$ cat config.mk
export PLATFORM = sky130hd
export DESIGN_NAME = servant_irq_ctrl
export DESIGN_NICKNAME = d
export VERILOG_FILES = /design/src/rtl/servant_irq_ctrl.sv
export SDC_FILE = /design/constraint.sdc
export NUM_CORES = 1
export LEC_CHECK = 0
export BUFFER_PORTS_ARGS = -buffer_cell sky130_fd_sc_hd__buf_2
export CAP_MARGIN = 20
export CORE_ASPECT_RATIO = 0.75
export CORE_MARGIN = 2
export CORE_UTILIZATION = 25
export CTS_CLUSTER_DIAMETER = 30
export DETAILED_ROUTE_END_ITERATION = 8
export PLACE_DENSITY = 0.48
export SYNTH_ARGS = -nofsm -noshare
export SYNTH_HDL_FRONTEND = slang
export SYNTH_SLANG_ARGS = --single-unit
$ cat constraint.sdc
create_clock -name wb_clk -period 1.95 [get_ports wb_clk]
set_input_delay 0.39 -clock wb_clk [delete_from_list [all_inputs] [get_ports wb_clk]]
set_output_delay 0.39 -clock wb_clk [all_outputs]
set_load 0.01 [all_outputs]
$ cat src/rtl/servant_irq_ctrl.sv
`default_nettype none
// ============================================================================
// Module   : servant_irq_ctrl
// Purpose  : Wishbone-slave external interrupt controller for the servant SoC.
//            Latches rising edges of up to 31 peripheral interrupt sources
//            into a pending register, masks them with a software enable
//            register and hands the lowest-numbered eligible source to the
//            SERV core one at a time through a claim/complete handshake.
// Ports    : wb_clk    - system clock, rising edge
//            wb_rst_n  - synchronous active-low reset
//            i_src     - interrupt sources (synchronous), rising edge requests
//            i_wb_adr  - word address: 0 PENDING, 1 ENABLE, 2 CLAIM, 3 COMPLETE
//            i_wb_dat  - write data
//            i_wb_we   - write enable
//            i_wb_cyc  - bus cycle request, held until ack
//            o_wb_rdt  - read data, valid with o_wb_ack
//            o_wb_ack  - single-cycle acknowledge
//            o_irq     - registered interrupt request to the core ext_irq
// Revision : 1.0 - initial release
// ============================================================================
module servant_irq_ctrl #(
  parameter int NUM_SRC = 8
) (
  input  logic               wb_clk,
  input  logic               wb_rst_n,
  input  logic [NUM_SRC-1:0] i_src,
  input  logic [1:0]         i_wb_adr,
  input  logic [31:0]        i_wb_dat,
  input  logic               i_wb_we,
  input  logic               i_wb_cyc,
  output logic [31:0]        o_wb_rdt,
  output logic               o_wb_ack,
  output logic               o_irq
);

  typedef enum logic [0:0] {
    ST_IDLE = 1'b0,
    ST_BUSY = 1'b1
  } state_e;

  localparam logic [1:0] C_ADR_PENDING  = 2'd0;
  localparam logic [1:0] C_ADR_ENABLE   = 2'd1;
  localparam logic [1:0] C_ADR_CLAIM    = 2'd2;
  localparam logic [1:0] C_ADR_COMPLETE = 2'd3;

  state_e             state_q, state_d;
  logic [NUM_SRC-1:0] src_q;
  logic [NUM_SRC-1:0] pending_q, pending_d;
  logic [NUM_SRC-1:0] enable_q, enable_d;
  logic [4:0]         active_id_q, active_id_d;
  logic               ack_q, ack_d;
  logic [31:0]        rdt_q, rdt_d;
  logic               irq_q, irq_d;

  logic [NUM_SRC-1:0] w_edge;
  logic [NUM_SRC-1:0] w_elig;
  logic [NUM_SRC-1:0] w_clr;
  logic               w_any;
  logic [4:0]         w_sel_id;
  logic               w_fire;
  logic               w_claim;
  logic               w_unused;

  // Only the low bits of the write data are architecturally meaningful.
  assign w_unused = ^i_wb_dat;

  always_comb begin
    w_edge = i_src & ~src_q;
    w_elig = pending_q & enable_q;
    w_any  = |w_elig;

    // Descending scan so the lowest eligible index is the one that sticks.
    w_sel_id = 5'd0;
    for (int n = NUM_SRC - 1; n >= 0; n--) begin
      if (w_elig[n]) w_sel_id = 5'(n + 1);
    end

    // Side effects happen only on the edge that raises ack: once per cycle.
    w_fire  = i_wb_cyc & ~ack_q;
    w_claim = w_fire & ~i_wb_we & (i_wb_adr == C_ADR_CLAIM) &
              (state_q == ST_IDLE) & w_any;

    for (int n = 0; n < NUM_SRC; n++) begin
      w_clr[n] = w_claim && (w_sel_id == 5'(n + 1));
    end

    // A new edge on the bit being claimed wins over the clear.
    pending_d = (pending_q & ~w_clr) | w_edge;

    enable_d = enable_q;
    if (w_fire && i_wb_we && (i_wb_adr == C_ADR_ENABLE)) begin
      enable_d = i_wb_dat[NUM_SRC-1:0];
    end

    state_d     = state_q;
    active_id_d = active_id_q;
    if (w_claim) begin
      state_d     = ST_BUSY;
      active_id_d = w_sel_id;
    end else if (w_fire && i_wb_we && (i_wb_adr == C_ADR_COMPLETE) &&
                 (state_q == ST_BUSY) && (i_wb_dat[4:0] == active_id_q)) begin
      state_d = ST_IDLE;
    end

    rdt_d = 32'h0;
    if (w_fire && !i_wb_we) begin
      case (i_wb_adr)
        C_ADR_PENDING: rdt_d[NUM_SRC-1:0] = pending_q;
        C_ADR_ENABLE:  rdt_d[NUM_SRC-1:0] = enable_q;
        C_ADR_CLAIM:   rdt_d[4:0] = (state_q == ST_IDLE) ? w_sel_id : 5'd0;
        default:       rdt_d = 32'h0;
      endcase
    end

    ack_d = i_wb_cyc & ~ack_q;

    // Based on the current state so that a COMPLETE re-asserts one cycle
    // after its ack, while a claim drops the request on its own ack edge.
    irq_d = (state_q == ST_IDLE) & w_any & ~w_claim;
  end

  always_ff @(posedge wb_clk) begin
    if (!wb_rst_n) begin
      state_q     <= ST_IDLE;
      src_q       <= '0;
      pending_q   <= '0;
      enable_q    <= '0;
      active_id_q <= 5'd0;
      ack_q       <= 1'b0;
      rdt_q       <= 32'h0;
      irq_q       <= 1'b0;
    end else begin
      state_q     <= state_d;
      src_q       <= i_src;
      pending_q   <= pending_d;
      enable_q    <= enable_d;
      active_id_q <= active_id_d;
      ack_q       <= ack_d;
      rdt_q       <= rdt_d;
      irq_q       <= irq_d;
    end
  end

  assign o_wb_rdt = rdt_q;
  assign o_wb_ack = ack_q;
  assign o_irq    = irq_q;

endmodule
`default_nettype wire

; Yosys cells after proc, flatten, opt, wreduce, memory -nomap -nowiden
; Cells that the tools add are included.
[classes]
add_sub_neg = 0
multipliers = 0
n_div = 0
order_cmp = 0
n_eq_ne = 12
shifts = 0
n_mux = 13
bitwise_logic = 17
n_reduce_logical = 19
[ops]
columns = op, count
row1 = two-way mux 5 bit, 7
row2 = bitwise AND 8 bit, 3
row3 = equality test 5 x 3 -> 1 bit (second input constant), 4
row4 = NOT 8 bit, 2
row5 = one-hot mux 5 bit (3 select lines), 1
row6 = logical AND 1 bit, 14
row7 = equality test 5 x 2 -> 1 bit (second input constant), 2
row8 = two-way mux 4 bit, 2
row9 = OR 8 bit, 1
row10 = OR reduction 8 bit, 1
row11 = bitwise AND 1 bit, 7
row12 = one-hot mux 3 bit (2 select lines), 1
row13 = equality test 5 x 1 -> 1 bit (second input constant), 1
row14 = equality test 5 x 4 -> 1 bit (second input constant), 1
row15 = equality test 5 bit, 1
row16 = equality test 2 bit (second input constant), 2
row17 = NOT 1 bit, 4
row18 = equality test 2 x 1 -> 1 bit (second input constant), 1
row19 = zero test 2 bit, 1
row20 = two-way mux 1 bit, 2
row21 = AND reduction 2 bit, 1
row22 = nonzero test 2 bit, 1
row23 = zero test 1 bit, 1
[word_totals]
reg_bits = 64
latchBits = 0
ramBits = 0
mem_bits_ro = 0
input_bits = 46
out_inout_bits = 34
elab_cells = 70
mem_count = 0

; Longest topological paths before layout
; Gate-level depths: netlist of the first run.
[logic_depth]
depth_word = 14
depth_mapped = 6

; Worst setup path before layout of the first run
; Ideal clock, no wire load.
[synth_path]
kind = flip-flop to flip-flop
startpoint = register pending_q[2]
endpoint = register pending_q[7]
setup_ns = 0.115
arrival_time_ns = 1.541
required_ns = 1.835
setup_slack_ns = 0.294
path_stages_with_launch = 6
n_path_buf = 0
period_less_slack_ns = 1.656
cell_sequence = dfxtp_1 -> a222oi_1 -> nand3_2 -> or3_1 -> a21oi_1 -> nor2b_1
[synth_via]
elab_chain_cells = 9
[synth_rtl]
columns = element, line_no
row1 = start: declaration, 48  ; logic [NUM_SRC-1:0] pending_q, pending_d;
row2 = start signal: assignment, 135  ; pending_q <= pending_d;
row3 = bitwise AND 8 bit (*), 69  ; w_elig = pending_q & enable_q;
row4 = two-way mux 5 bit (3 in series), 75  ; if (w_elig[n]) w_sel_id = 5'(n + 1);
row5 = equality test 5 x 4 -> 1 bit, 84  ; w_clr[n] = w_claim && (w_sel_id == 5'(n + 1));
row6 = logical AND 1 bit (*), 84
row7 = NOT 8 bit (*), 88  ; pending_d = (pending_q & ~w_clr) | w_edge;
row8 = bitwise AND 8 bit (*), 88
row9 = OR 8 bit (*), 88
; Mark *: on every way between the ends. The rest lies on a longest branch, timed or not.
; A chain may end at the register's enable or synchronous reset.

; Final worst setup path of the first run
[layout_path]
startpoint = register pending_q[2]
endpoint = register active_id_q[0]
[layout_via]
elab_chain_cells = 4
[layout_rtl]
columns = element, line_no
row1 = bitwise AND 8 bit (*), 69
row2 = two-way mux 5 bit (3 in series), 75
row3 = end signal: assignment, 137  ; active_id_q <= active_id_d;
row4 = end: declaration, 50  ; logic [4:0] active_id_q, active_id_d;
; Marks and branches as above.

==> results of run 1 <==
Yosys cell counts (2+ instances only):
cell type   n  area, sq um
a21oi_1     8        40.04
a22oi_1     2        15.01
a32o_1      4        40.04
and2_1      8        50.05
buf_4      24        180.2
clkbuf_1    5        18.77
dfxtp_1    39        780.8
inv_1       6        22.52
mux2i_1    14        140.1
nand2_1    20        75.07
nand2b_1    2        12.51
nand3_1     5        25.02
nand4_1     2        12.51
nor2_1      9        33.78
nor2b_1    19        118.9
nor3b_1     2        15.01
o21ai_0     3        15.01
o22ai_1     2        12.51
o311ai_0    2        17.52
xor2_1      4        35.03
metal layers:
metal	global-route usage [%]	vias up	routed length, um
met5	0	-	0
met4	2.800	0	22
met3	3.153	2	303
met2	12.29	41	1427
met1	16.86	623	2256
li1	-	719	-
worst max path at each step:
stage / to / slack [ns] / depth (start not counted)
finish: active_id_q[0]$_SDFFE_PN0P_ / 0.18 / 5
global route: active_id_q[1]$_SDFFE_PN0P_ / 0.03 / 6
CTS: active_id_q[0]$_SDFFE_PN0P_ / 0.19 / 5
detailed placement: active_id_q[0]$_SDFFE_PN0P_ / 0.12 / 7
global placement: active_id_q[0]$_SDFFE_PN0P_ / 0.14 / 7
floorplan: pending_q[7]$_SDFF_PN0_ / 0.29 / 5
final cells by class:
| class | instances | area [sq um] |
|---|---|---|
| fillers | 768 | 4788 |
| multi-input cells | 149 | 897.1 |
| flip-flops and latches | 39 | 780.7 |
| repair buffers | 41 | 230.2 |
| well taps | 98 | 122.6 |
| clock buffers | 6 | 82.58 |
| inverters | 6 | 22.52 |
| clock inverters | 1 | 5.005 |
worst max-delay path: stages, from the launching register on:
cell	delay [ns]
dfxtp_1	0.35
a222oi_1	0.36
buf_4	0.19
nand4_1	0.15
and2_0	0.35
o211a_1	0.27
per-stage QoR:
stage | total power [mW] | utilization, %
global placement | 1.028 | 29.63
CTS | 1.575 | 30.90
finish | 1.550 | 30.90
global route | 1.630 | 30.90
floorplan | 1.001 | -
detailed placement | 1.029 | 29.63
power groups by stage:
stage | clock network (mW) | registers [mW] | logic, mW
2_1_floorplan | 0 | 0.863 | 0.138
3_3_place_gp | 0 | 0.868 | 0.160
3_5_place_dp | 0 | 0.868 | 0.160
4_1_cts | 0.564 | 0.850 | 0.161
5_1_grt | 0.595 | 0.854 | 0.181
6_report | 0.539 | 0.850 | 0.161
flip-flops by register name, indices dropped and copies added (netlist names):
signal and cells:
active_id_q 4, enable_q 8, o_irq 1, o_wb_ack 1, o_wb_rdt 8, pending_q 8
src_q 8, state_q 1
logic make-up after synthesis:
logic type	Yosys count	synth area share, %
AND/OR/NAND/NOR	77	22.87
flip-flops	39	42.86
buffers and inverters	37	12.64
AO/OA/AOI/OAI	30	11.81
multiplexers	14	7.692
XOR/XNOR	4	1.923
other	1	0.2058
==> summary.txt, run 1 <==
Outcome -> completed
Worst r2r src -> pending_q[2]$_SDFF_PN0_
Mean Syn Cell Area -> 9.019 sq um
First-pass GRT wire length -> 6285 um
Root buffer cell -> clkbuf_8
Clk pwr share -> 34.8%
Post-layout min period -> 1.773 ns
Pre-Repair DR Iteration Count -> 4
Commonest cells after routing, fill and taps aside -> dfxtp_1 (39), buf_2 (31), conb_1 (24)
DRT antenna net count -> 0
Post-route DRC -> 0
Worst Reg-to-Reg Cells -> 5
Pre-CTS setup slack -> 0.1214 ns
Gate power share -> 10.4%
Critical path required time -> 2.12 ns
Initial antenna violation count -> 0
Worst Hold End -> src_q[4]$_SDFF_PN0_
Switching share of total power -> 24.28%
Asr flop ratio synth -> 0%
Post-Syn Area -> 1822 sq um
Core Rows -> 26
Cell variety after synth -> 42
Clock buffer depth -> 2
Detailed-placement wirelength estimate -> 3094 um
Seq pwr share -> 54.8%
Slew HR -> 65.23%
Internal power -> 1.174 mW
# diodes -> 0
Starting Density -> 26.29%
Nets@finish -> 288
Critical path endpoint category -> register
Layout area overhead -> 17.51%
GRT Total Usage -> 10.30%
RR Endpoint -> active_id_q[0]$_SDFFE_PN0P_
Final Hold Violating Endpoints -> 0
Worst-path clk slew -> 0.07 ns
Layout Cells excl Fill -> 340
Crit path max fanout -> 7
Postcts setup bufs -> 0
Pwr/cell area -> 724.1 nW/um^2
Max Slew Vio Count -> 0
Final period utilization -> 90.93%
Number of I/O port buffers -> 31
Skew final -> 0.004457 ns
Largest net degree at the start of global routing -> 25
Hold Path Class -> in2reg
Worst skew pair latency -> 0.28 ns
TNS Setup -> 0 ns
Worst Path Arrival -> 1.95 ns
Syn Inst Count -> 202
Flop and latch count out of synthesis -> 39
Switching pwr -> 0.3763 mW
Leak -> 0.9635 nW
Num ports -> 80
Post-route setup slack -> 0.1769 ns
CTS resizes -> 0
Startpoint Class -> register
Max-cap violations -> 0
Synth warn -> 0
Htree depth -> 2
Worst-margin pin slew -> 0.5168 ns
CTS tree -> yes
Share of cells above drive strength 1 -> 20.66%
Die extent in y -> 77.93 um
Ys flop type -> dfxtp_1
Hold_buf cts -> 0
GR Overflow Total -> 0
Hold Path Origin -> i_src[4]
Total CTS buffers -> 5
CP Class -> reg2reg
Final WL -> 4009 um
Sinks on Clock Net -> 39
Vias in the first global route -> 1,259
Worst Setup SP -> pending_q[2]$_SDFF_PN0_
Routed len/inst -> 11.79 um
Core area -> 6929 sq um
Worst hold path cell count -> 3
Drt first-iter violations -> 96
FF-to-FF setup slack -> 0.18 ns
Final number of setup-violating endpoints -> 0
Placed cell count -> 333
Register area share after synthesis -> 42.86%
Dpl cell area -> 2053 sq um
Die area -> 7993 sq um
Routed vias/inst -> 4.074
Total number of vias -> 1,385
Max IR drop VDD -> 0.2527 mV
Hold slack final -> 0.3089 ns
GPL Wtd Cong -> 0.7928
Fmax -> 0.5640 GHz
Post-synth EDFFs -> 0
RSZ-0062 raised after global routing -> false
Die width -> 102.6 um
Commonest non-fill, non-tap cell in the layout -> dfxtp_1
Finished Cell Area -> 2141 sq um
No activity file was read; power rests on OpenSTA's default activity.
==> inputs of run 2 (changes only) <==
--- a/config.mk
+++ b/config.mk
@@ -7,12 +7,12 @@
 export LEC_CHECK = 0
 export BUFFER_PORTS_ARGS = -buffer_cell sky130_fd_sc_hd__buf_2
 export CAP_MARGIN = 20
-export CORE_ASPECT_RATIO = 0.75
+export CORE_ASPECT_RATIO = 2
 export CORE_MARGIN = 2
-export CORE_UTILIZATION = 25
+export CORE_UTILIZATION = 47
 export CTS_CLUSTER_DIAMETER = 30
 export DETAILED_ROUTE_END_ITERATION = 8
-export PLACE_DENSITY = 0.48
+export PLACE_DENSITY = 0.79
 export SYNTH_ARGS = -nofsm -noshare
 export SYNTH_HDL_FRONTEND = slang
 export SYNTH_SLANG_ARGS = --single-unit
==> run 2 against run 1 <==
Against the previous run:
- cell count down 12%
- clock skew up 0.0018 ns
- fmax down 0.37%
- worst setup slack worse by 0.0067 ns
- worst hold slack worse by 0.0032 ns
- flip-flop and latch count unchanged
- utilization up 25 points
- global-route usage up 8.5 points
- sequential share of layout area up 0.34 points
- critical path type unchanged
- highest routed layer unchanged
==> summary.txt, run 2 (synthesized netlist as in run 1, its figures left out) <==
Outcome -> completed (unchanged)
Hold_buf cts -> 0 (unchanged)
Fmax -> 0.5619 GHz (was 0.5640 GHz)
Worst-path clk slew -> 0.07 ns (about the same)
# diodes -> 0 (unchanged)
Nets@finish -> 294 (was 288)
Commonest non-fill, non-tap cell in the layout -> dfxtp_1 (unchanged)
Total CTS buffers -> 5 (unchanged)
Die area -> 4420 sq um (was 7993 sq um)
Switching share of total power -> 24.69% (was 24.28%)
Placed cell count -> 292 (was 333)
Worst path max stage delay -> 0.41 ns (was 0.36 ns)
CP top delay family -> simple AND/OR/NAND/NOR gates (was compound AO/OA/AOI/OAI gates)
Total number of vias -> 1,463 (was 1,385)
Critical path endpoint category -> register (unchanged)
DRT antenna net count -> 0 (unchanged)
CTS tree -> yes (unchanged)
RR Endpoint -> pending_q[7]$_SDFF_PN0_ (was active_id_q[0]$_SDFFE_PN0P_)
Drt first-iter violations -> 30 (was 96)
GPL Wtd Cong -> 0.9205 (was 0.7928)
Final number of setup-violating endpoints -> 0 (unchanged)
Vias in the first global route -> 1,368 (was 1,259)
Pre-Repair DR Iteration Count -> 5 (was 4)
Seq pwr share -> 55.4% (was 54.8%)
Die width -> 48.03 um (was 102.6 um)
Routed vias/inst -> 4.877 (was 4.074)
Max-cap violations -> 0 (unchanged)
Hold Path Origin -> i_src[6] (was i_src[4])
Critical path required time -> 2.13 ns (was 2.12 ns)
Clock buffer depth -> 2 (unchanged)
Layout Cells excl Fill -> 300 (was 340)
Worst Reg-to-Reg Cells -> 6 (was 5)
CTS resizes -> 0 (unchanged)
Root buffer cell -> clkbuf_8 (unchanged)
Clk pwr share -> 33.7% (was 34.8%)
Switching pwr -> 0.3774 mW (was 0.3763 mW)
Num ports -> 80 (unchanged)
Skew final -> 0.006244 ns (was 0.004457 ns)
TNS Setup -> 0 ns (unchanged)
Final Hold Violating Endpoints -> 0 (unchanged)
Hold Path Class -> in2reg (unchanged)
Leak -> 0.9922 nW (was 0.9635 nW)
Critical path, cell by cell -> a222oi_1, buf_4, nand3_2, or3_1, a21oi_1, nor2b_1 (was a222oi_1, buf_4, nand4_1, and2_0, o211a_1)
Htree depth -> 2 (unchanged)
Worst r2r src -> pending_q[2]$_SDFF_PN0_ (unchanged)
Postcts setup bufs -> 0 (unchanged)
Number of I/O port buffers -> 31 (unchanged)
Share of cells above drive strength 1 -> 22.09% (was 20.66%)
Gate power share -> 10.8% (was 10.4%)
Worst hold path cell count -> 3 (unchanged)
First-pass GRT wire length -> 5906 um (was 6285 um)
Internal power -> 1.151 mW (was 1.174 mW)
Final period utilization -> 91.27% (was 90.93%)
Crit path max fanout -> 6 (was 7)
RSZ-0062 raised after global routing -> false (unchanged)
CP max-delay cell -> a222oi_1 (unchanged)
Post-layout min period -> 1.780 ns (was 1.773 ns)
Worst Path Arrival -> 1.96 ns (was 1.95 ns)
Largest net degree at the start of global routing -> 23 (was 25)
CP Class -> reg2reg (unchanged)
Die extent in y -> 92.05 um (was 77.93 um)
GR Overflow Total -> 0 (unchanged)
Core area -> 3804 sq um (was 6929 sq um)
FF-to-FF setup slack -> 0.17 ns (was 0.18 ns)
Commonest cells after routing, fill and taps aside -> dfxtp_1 (39), buf_2 (31), conb_1 (24) (unchanged)
Startpoint Class -> register (unchanged)
Routed len/inst -> 12.21 um (was 11.79 um)
Worst Path Buf+Inv -> 1 (unchanged)
Detailed-placement wirelength estimate -> 2923 um (was 3094 um)
Starting Density -> 47.89% (was 26.29%)
Post-route DRC -> 0 (unchanged)
GRT Total Usage -> 18.79% (was 10.30%)
Pwr/cell area -> 720.7 nW/um^2 (was 724.1 nW/um^2)
Max IR drop VDD -> 0.4266 mV (was 0.2527 mV)
Worst skew pair latency -> 0.29 ns (was 0.28 ns)
Worst path depth -> 6 (was 5)
Max Slew Vio Count -> 0 (unchanged)
Sinks on Clock Net -> 39 (unchanged)
Final WL -> 3663 um (was 4009 um)
Worst Hold End -> src_q[6]$_SDFF_PN0_ (was src_q[4]$_SDFF_PN0_)
Initial antenna violation count -> 0 (unchanged)
Core Rows -> 32 (was 26)
Layout area overhead -> 16.41% (was 17.51%)
==> run 2: cell type report <==
cell class	instances	area (sq um)
multi-input cells	149	897.1
clock buffers	7	76.32
flip-flops and latches	39	780.7
fillers	367	1683
inverters	6	22.52
clock inverters	1	5.005
repair buffers	47	275.3
well taps	51	63.81
==> run 2: worst max path at each step <==
stage / startpoint / endpoint
floorplan: pending_q[2]$_SDFF_PN0_ / pending_q[7]$_SDFF_PN0_
global placement: pending_q[2]$_SDFF_PN0_ / pending_q[7]$_SDFF_PN0_
global route: pending_q[2]$_SDFF_PN0_ / pending_q[7]$_SDFF_PN0_
detailed placement: pending_q[2]$_SDFF_PN0_ / pending_q[7]$_SDFF_PN0_
CTS: pending_q[2]$_SDFF_PN0_ / pending_q[7]$_SDFF_PN0_
finish: pending_q[2]$_SDFF_PN0_ / pending_q[7]$_SDFF_PN0_
==> run 2: per-stage QoR <==
| stage | utilization, % | setup slack, ns | power, mW | hold WS, ns | cell area (sq um) |
|---|---|---|---|---|---|
| 2_1_floorplan | - | 0.2939 | 1.001 | 0.3988 | 1908 |
| 5_1_grt | 55.76 | 0.08485 | 1.600 | 0.3016 | 2121 |
| 3_3_place_gp | 53.62 | 0.1897 | 1.026 | 0.4029 | 2039 |
| 6_report | 55.76 | 0.1702 | 1.528 | 0.3057 | 2121 |
| 3_5_place_dp | 53.62 | 0.1713 | 1.030 | 0.4158 | 2039 |
| 4_1_cts | 55.76 | 0.1614 | 1.540 | 0.3039 | 2121 |
==> run 2: power by group through the flow <==
stage,clock network (mW),logic [mW],registers [mW]
2_1_floorplan,0,0.138,0.863
3_3_place_gp,0,0.162,0.864
3_5_place_dp,0,0.165,0.865
4_1_cts,0.527,0.166,0.847
5_1_grt,0.563,0.186,0.851
6_report,0.516,0.165,0.847
==> run 2: worst register-to-register path, cell delays in order, from the launching register on <==
cell and delay [ns]:
dfxtp_1 0.35, a222oi_1 0.41, buf_4 0.19, nand3_2 0.14, or3_1 0.38, a21oi_1 0.16, nor2b_1 0.06
==> run 2: routing by layer <==
metal / wire (um) / global-route usage (%) / part of all wire [%] / up-vias
li1: - / - / - / 733
met1: 1380 / 19.18 / 38 / 664
met2: 1968 / 31.56 / 54 / 54
met3: 140 / 3.740 / 3.8 / 12
met4: 173 / 12.16 / 4.7 / 0
met5: 0 / 0 / 0 / -
==> inputs of run 3 (changes only) <==
--- a/config.mk
+++ b/config.mk
@@ -5,6 +5,7 @@
 export SDC_FILE = /design/constraint.sdc
 export NUM_CORES = 1
 export LEC_CHECK = 0
+export ABC_AREA = 1
 export BUFFER_PORTS_ARGS = -buffer_cell sky130_fd_sc_hd__buf_2
 export CAP_MARGIN = 20
 export CORE_ASPECT_RATIO = 2
==> run 3 against run 2 <==
Against the previous run:
- routed wire length decreased by 2.6%
- worst hold slack got worse by 0.023 ns
- count of clock-buffer cells in the layout decreased by 2
- sequential power about the same
- flip-flop and latch count unchanged
- first-iteration DRC count increased by 40%
- non-clock buffer count decreased by 13
- register-to-register slack improved by 0.43 ns
- combinational power increased by 4%
- clock skew increased by 0.00062 ns
- via count increased by 6.8%
- fmax increased by 32%
==> summary.txt, run 3 <==
Commonest non-fill, non-tap cell in the layout -> nand2_1 (was dfxtp_1)
Largest net degree at the start of global routing -> 16 (was 23)
Pre-CTS setup slack -> 0.4369 ns (was 0.1713 ns)
First-pass GRT wire length -> 6251 um (was 5906 um)
Combinational family with the most area after synthesis -> simple AND/OR/NAND/NOR gates (unchanged)
CTS resizes -> 0 (unchanged)
Htree depth -> 2 (unchanged)
Nets@finish -> 340 (was 294)
Count leader, synth -> nand2_1 (was dfxtp_1)
Cell variety after synth -> 29 (was 42)
Crit path max fanout -> 4 (was 6)
Max-cap violations -> 0 (unchanged)
Starting Density -> 48.80% (was 47.89%)
Synth Area in XOR/XNOR -> 1.868% (was 1.923%)
Final WL -> 3567 um (was 3663 um)
Post-synth top area share -> 41.63% (was 42.86%)
Flop and latch count out of synthesis -> 39 (unchanged)
Finished Cell Area -> 2087 sq um (was 2121 sq um)
Max IR drop VDD -> 0.5119 mV (was 0.4266 mV)
Root buffer cell -> clkbuf_8 (unchanged)
Post-route DRC -> 0 (unchanged)
GR Overflow Total -> 0 (unchanged)
Worst skew pair latency -> 0.29 ns (about the same)
Startpoint Class -> register (unchanged)
Outcome -> completed (unchanged)
GRT Total Usage -> 18.25% (was 18.79%)
Worst Hold End -> src_q[6]$_SDFF_PN0_ (unchanged)
DRT antenna net count -> 0 (unchanged)
RR Endpoint -> pending_q[6]$_SDFF_PN0_ (was pending_q[7]$_SDFF_PN0_)
Hold Path Class -> in2reg (unchanged)
Total chip power -> 1.538 mW (was 1.528 mW)
Mean Syn Cell Area -> 7.298 sq um (was 9.019 sq um)
Ys flop type -> dfxtp_1 (unchanged)
Layout area overhead -> 11.27% (was 16.41%)
Hold Path Origin -> i_src[6] (unchanged)
Register area share after synthesis -> 41.63% (was 42.86%)
Detailed-placement wirelength estimate -> 2827 um (was 2923 um)
Leak -> 1.145 nW (was 0.9922 nW)
TNS Setup -> 0 ns (unchanged)
Routed len/inst -> 10.31 um (was 12.21 um)
Mux cell area share after synthesis -> 0% (was 7.692%)
Synthesized-area fraction occupied by and/or/nand/nor cells -> 28.89% (was 22.87%)
Drt first-iter violations -> 42 (was 30)
Commonest cells after routing, fill and taps aside -> nand2_1 (68), dfxtp_1 (39), inv_1 (32) (was dfxtp_1 (39), buf_2 (31), conb_1 (24))
Pwr/cell area -> 737.1 nW/um^2 (was 720.7 nW/um^2)
Post-route setup slack -> 0.6046 ns (was 0.1702 ns)
Fmax -> 0.7433 GHz (was 0.5619 GHz)
Share of cells above drive strength 1 -> 22.37% (was 22.09%)
Skew final -> 0.006864 ns (was 0.006244 ns)
Total number of vias -> 1,563 (was 1,463)
Commonest cells in the netlist -> nand2_1 (68), dfxtp_1 (39), inv_1 (32) (was dfxtp_1 (39), buf_4 (24), nand2_1 (20))
Clock buffer depth -> 2 (unchanged)
RSZ-0062 raised after global routing -> false (unchanged)
Compound-Gate Fraction of Synth Area -> 9.073% (was 11.81%)
Post-layout min period -> 1.345 ns (was 1.780 ns)
Critical path endpoint category -> register (unchanged)
FF-to-FF setup slack -> 0.60 ns (was 0.17 ns)
CTS tree -> yes (unchanged)
Post-synth EDFFs -> 0 (unchanged)
Postcts setup bufs -> 0 (unchanged)
Syn Inst Count -> 257 (was 202)
Asr flop ratio synth -> 0% (unchanged)
Num ports -> 80 (unchanged)
Sinks on Clock Net -> 39 (unchanged)
Worst hold path cell count -> 3 (unchanged)
Core Rows -> 32 (unchanged)
Post-synth top area cell -> dfxtp_1 (unchanged)
Hold_buf cts -> 0 (unchanged)
Post-Synth Adder-Cell Area -> 0% (unchanged)
Die area -> 4543 sq um (was 4420 sq um)
Post-Syn Area -> 1876 sq um (was 1822 sq um)
Die extent in y -> 93.34 um (was 92.05 um)
# diodes -> 0 (unchanged)
CP Class -> reg2reg (unchanged)
Synth area leaders -> dfxtp_1 (42%), nand2_1 (14%), buf_4 (9.6%), inv_1 (6.4%), nor2_1 (3.4%) (was dfxtp_1 (43%), buf_4 (9.9%), mux2i_1 (7.7%), nor2b_1 (6.5%), nand2_1 (4.1%))
Vias in the first global route -> 1,499 (was 1,368)
Routed vias/inst -> 4.517 (was 4.877)
Synth warn -> 0 (unchanged)
Final number of setup-violating endpoints -> 0 (unchanged)
GPL Wtd Cong -> 0.8917 (was 0.9205)
Final Hold Violating Endpoints -> 0 (unchanged)
Final period utilization -> 69.00% (was 91.27%)
Number of I/O port buffers -> 31 (unchanged)
Pre-Repair DR Iteration Count -> 4 (was 5)
Dpl cell area -> 2003 sq um (was 2039 sq um)
Worst r2r src -> enable_q[2]$_SDFFE_PN0P_ (was pending_q[2]$_SDFF_PN0_)
Total CTS buffers -> 5 (unchanged)
Initial antenna violation count -> 0 (unchanged)
Worst Reg-to-Reg Cells -> 9 (was 6)
Core area -> 3844 sq um (was 3804 sq um)
Max Slew Vio Count -> 0 (unchanged)
Critical path required time -> 2.15 ns (was 2.13 ns)
Worst-path clk slew -> 0.07 ns (about the same)
Worst Path Arrival -> 1.54 ns (was 1.96 ns)
Die width -> 48.67 um (was 48.03 um)
[run 3: cell types whose count changed after synthesis, sizes merged, moves of 9 or more]
cell / previous run / this run
o21ai: 3 / 17
inv: 6 / 37
nand2: 20 / 72
mux2i: 14 / 0
and2: 9 / 0
nor2b: 19 / 0
nor2: 9 / 23
[run 3: logic make-up (layout without fill, tap and decap cells)]
| kind of cell | after synthesis | count (layout) |
|---|---|---|
| AO/OA/AOI/OAI | 32 | 32 |
| buffers and inverters | 65 | 80 |
| XOR/XNOR | 4 | 4 |
| AND/OR/NAND/NOR | 116 | 116 |
| other | 1 | 24 |
| flip-flops | 39 | 39 |
[run 3: worst max-delay path, stage by stage, from the launching register on]
cell and delay, ns:
dfxtp_1 0.40, nand2_1 0.09, nand2_1 0.14, inv_1 0.05
nand2_1 0.11, nand2_1 0.13, inv_1 0.11, nand3_1 0.10
nand2_1 0.07, nand2_1 0.04
[run 3: worst max path at each step]
stage	startpoint	to	slack, ns	depth (start not counted)
floorplan	i_wb_adr[0]	enable_q[6]$_SDFFE_PN0P_	0.79	8
global placement	i_wb_adr[1]	enable_q[0]$_SDFFE_PN0P_	0.44	7
detailed placement	i_wb_adr[1]	enable_q[0]$_SDFFE_PN0P_	0.44	7
CTS	enable_q[2]$_SDFFE_PN0P_	pending_q[6]$_SDFF_PN0_	0.61	9
global route	enable_q[2]$_SDFFE_PN0P_	pending_q[6]$_SDFF_PN0_	0.41	9
finish	enable_q[2]$_SDFFE_PN0P_	pending_q[6]$_SDFF_PN0_	0.60	9
[run 3: area by class of cell]
cell class / instances / area [sq um]
well taps: 51 / 63.81
inverters: 38 / 143.9
clock buffers: 5 / 68.82
clock inverters: 3 / 15.01
flip-flops and latches: 39 / 780.7
multi-input cells: 176 / 837.1
fillers: 398 / 1757
repair buffers: 34 / 177.7
[run 3: per-stage QoR]
| stage | std cells | hold WS [ns] | utilization, % |
|---|---|---|---|
| after floorplan | 280 | 0.3988 | - |
| after global placement | 338 | 0.4108 | 52.12 |
| after detailed placement | 338 | 0.4196 | 52.12 |
| after CTS | 346 | 0.2834 | 54.30 |
| after global routing | 346 | 0.2859 | 54.30 |
| final | 346 | 0.2824 | 54.30 |
[run 3: report_power, final]
group          total (mW)  internal (mW)  leakage, nW  switching, mW
registers           0.850          0.831        0.320         0.0190
clock network       0.516          0.244       0.0477          0.272
logic               0.172         0.0602        0.777          0.112
total                1.54           1.14         1.14          0.403
[run 3: metal layers]
metal | routed length (um) | track usage (%) | vias to the layer above
met1 | 1245 | 16.72 | 686
met3 | 218 | 4.792 | 8
met4 | 125 | 11.19 | 0
met5 | 0 | 0 | -
met2 | 1977 | 34.59 | 55
li1 | - | - | 814
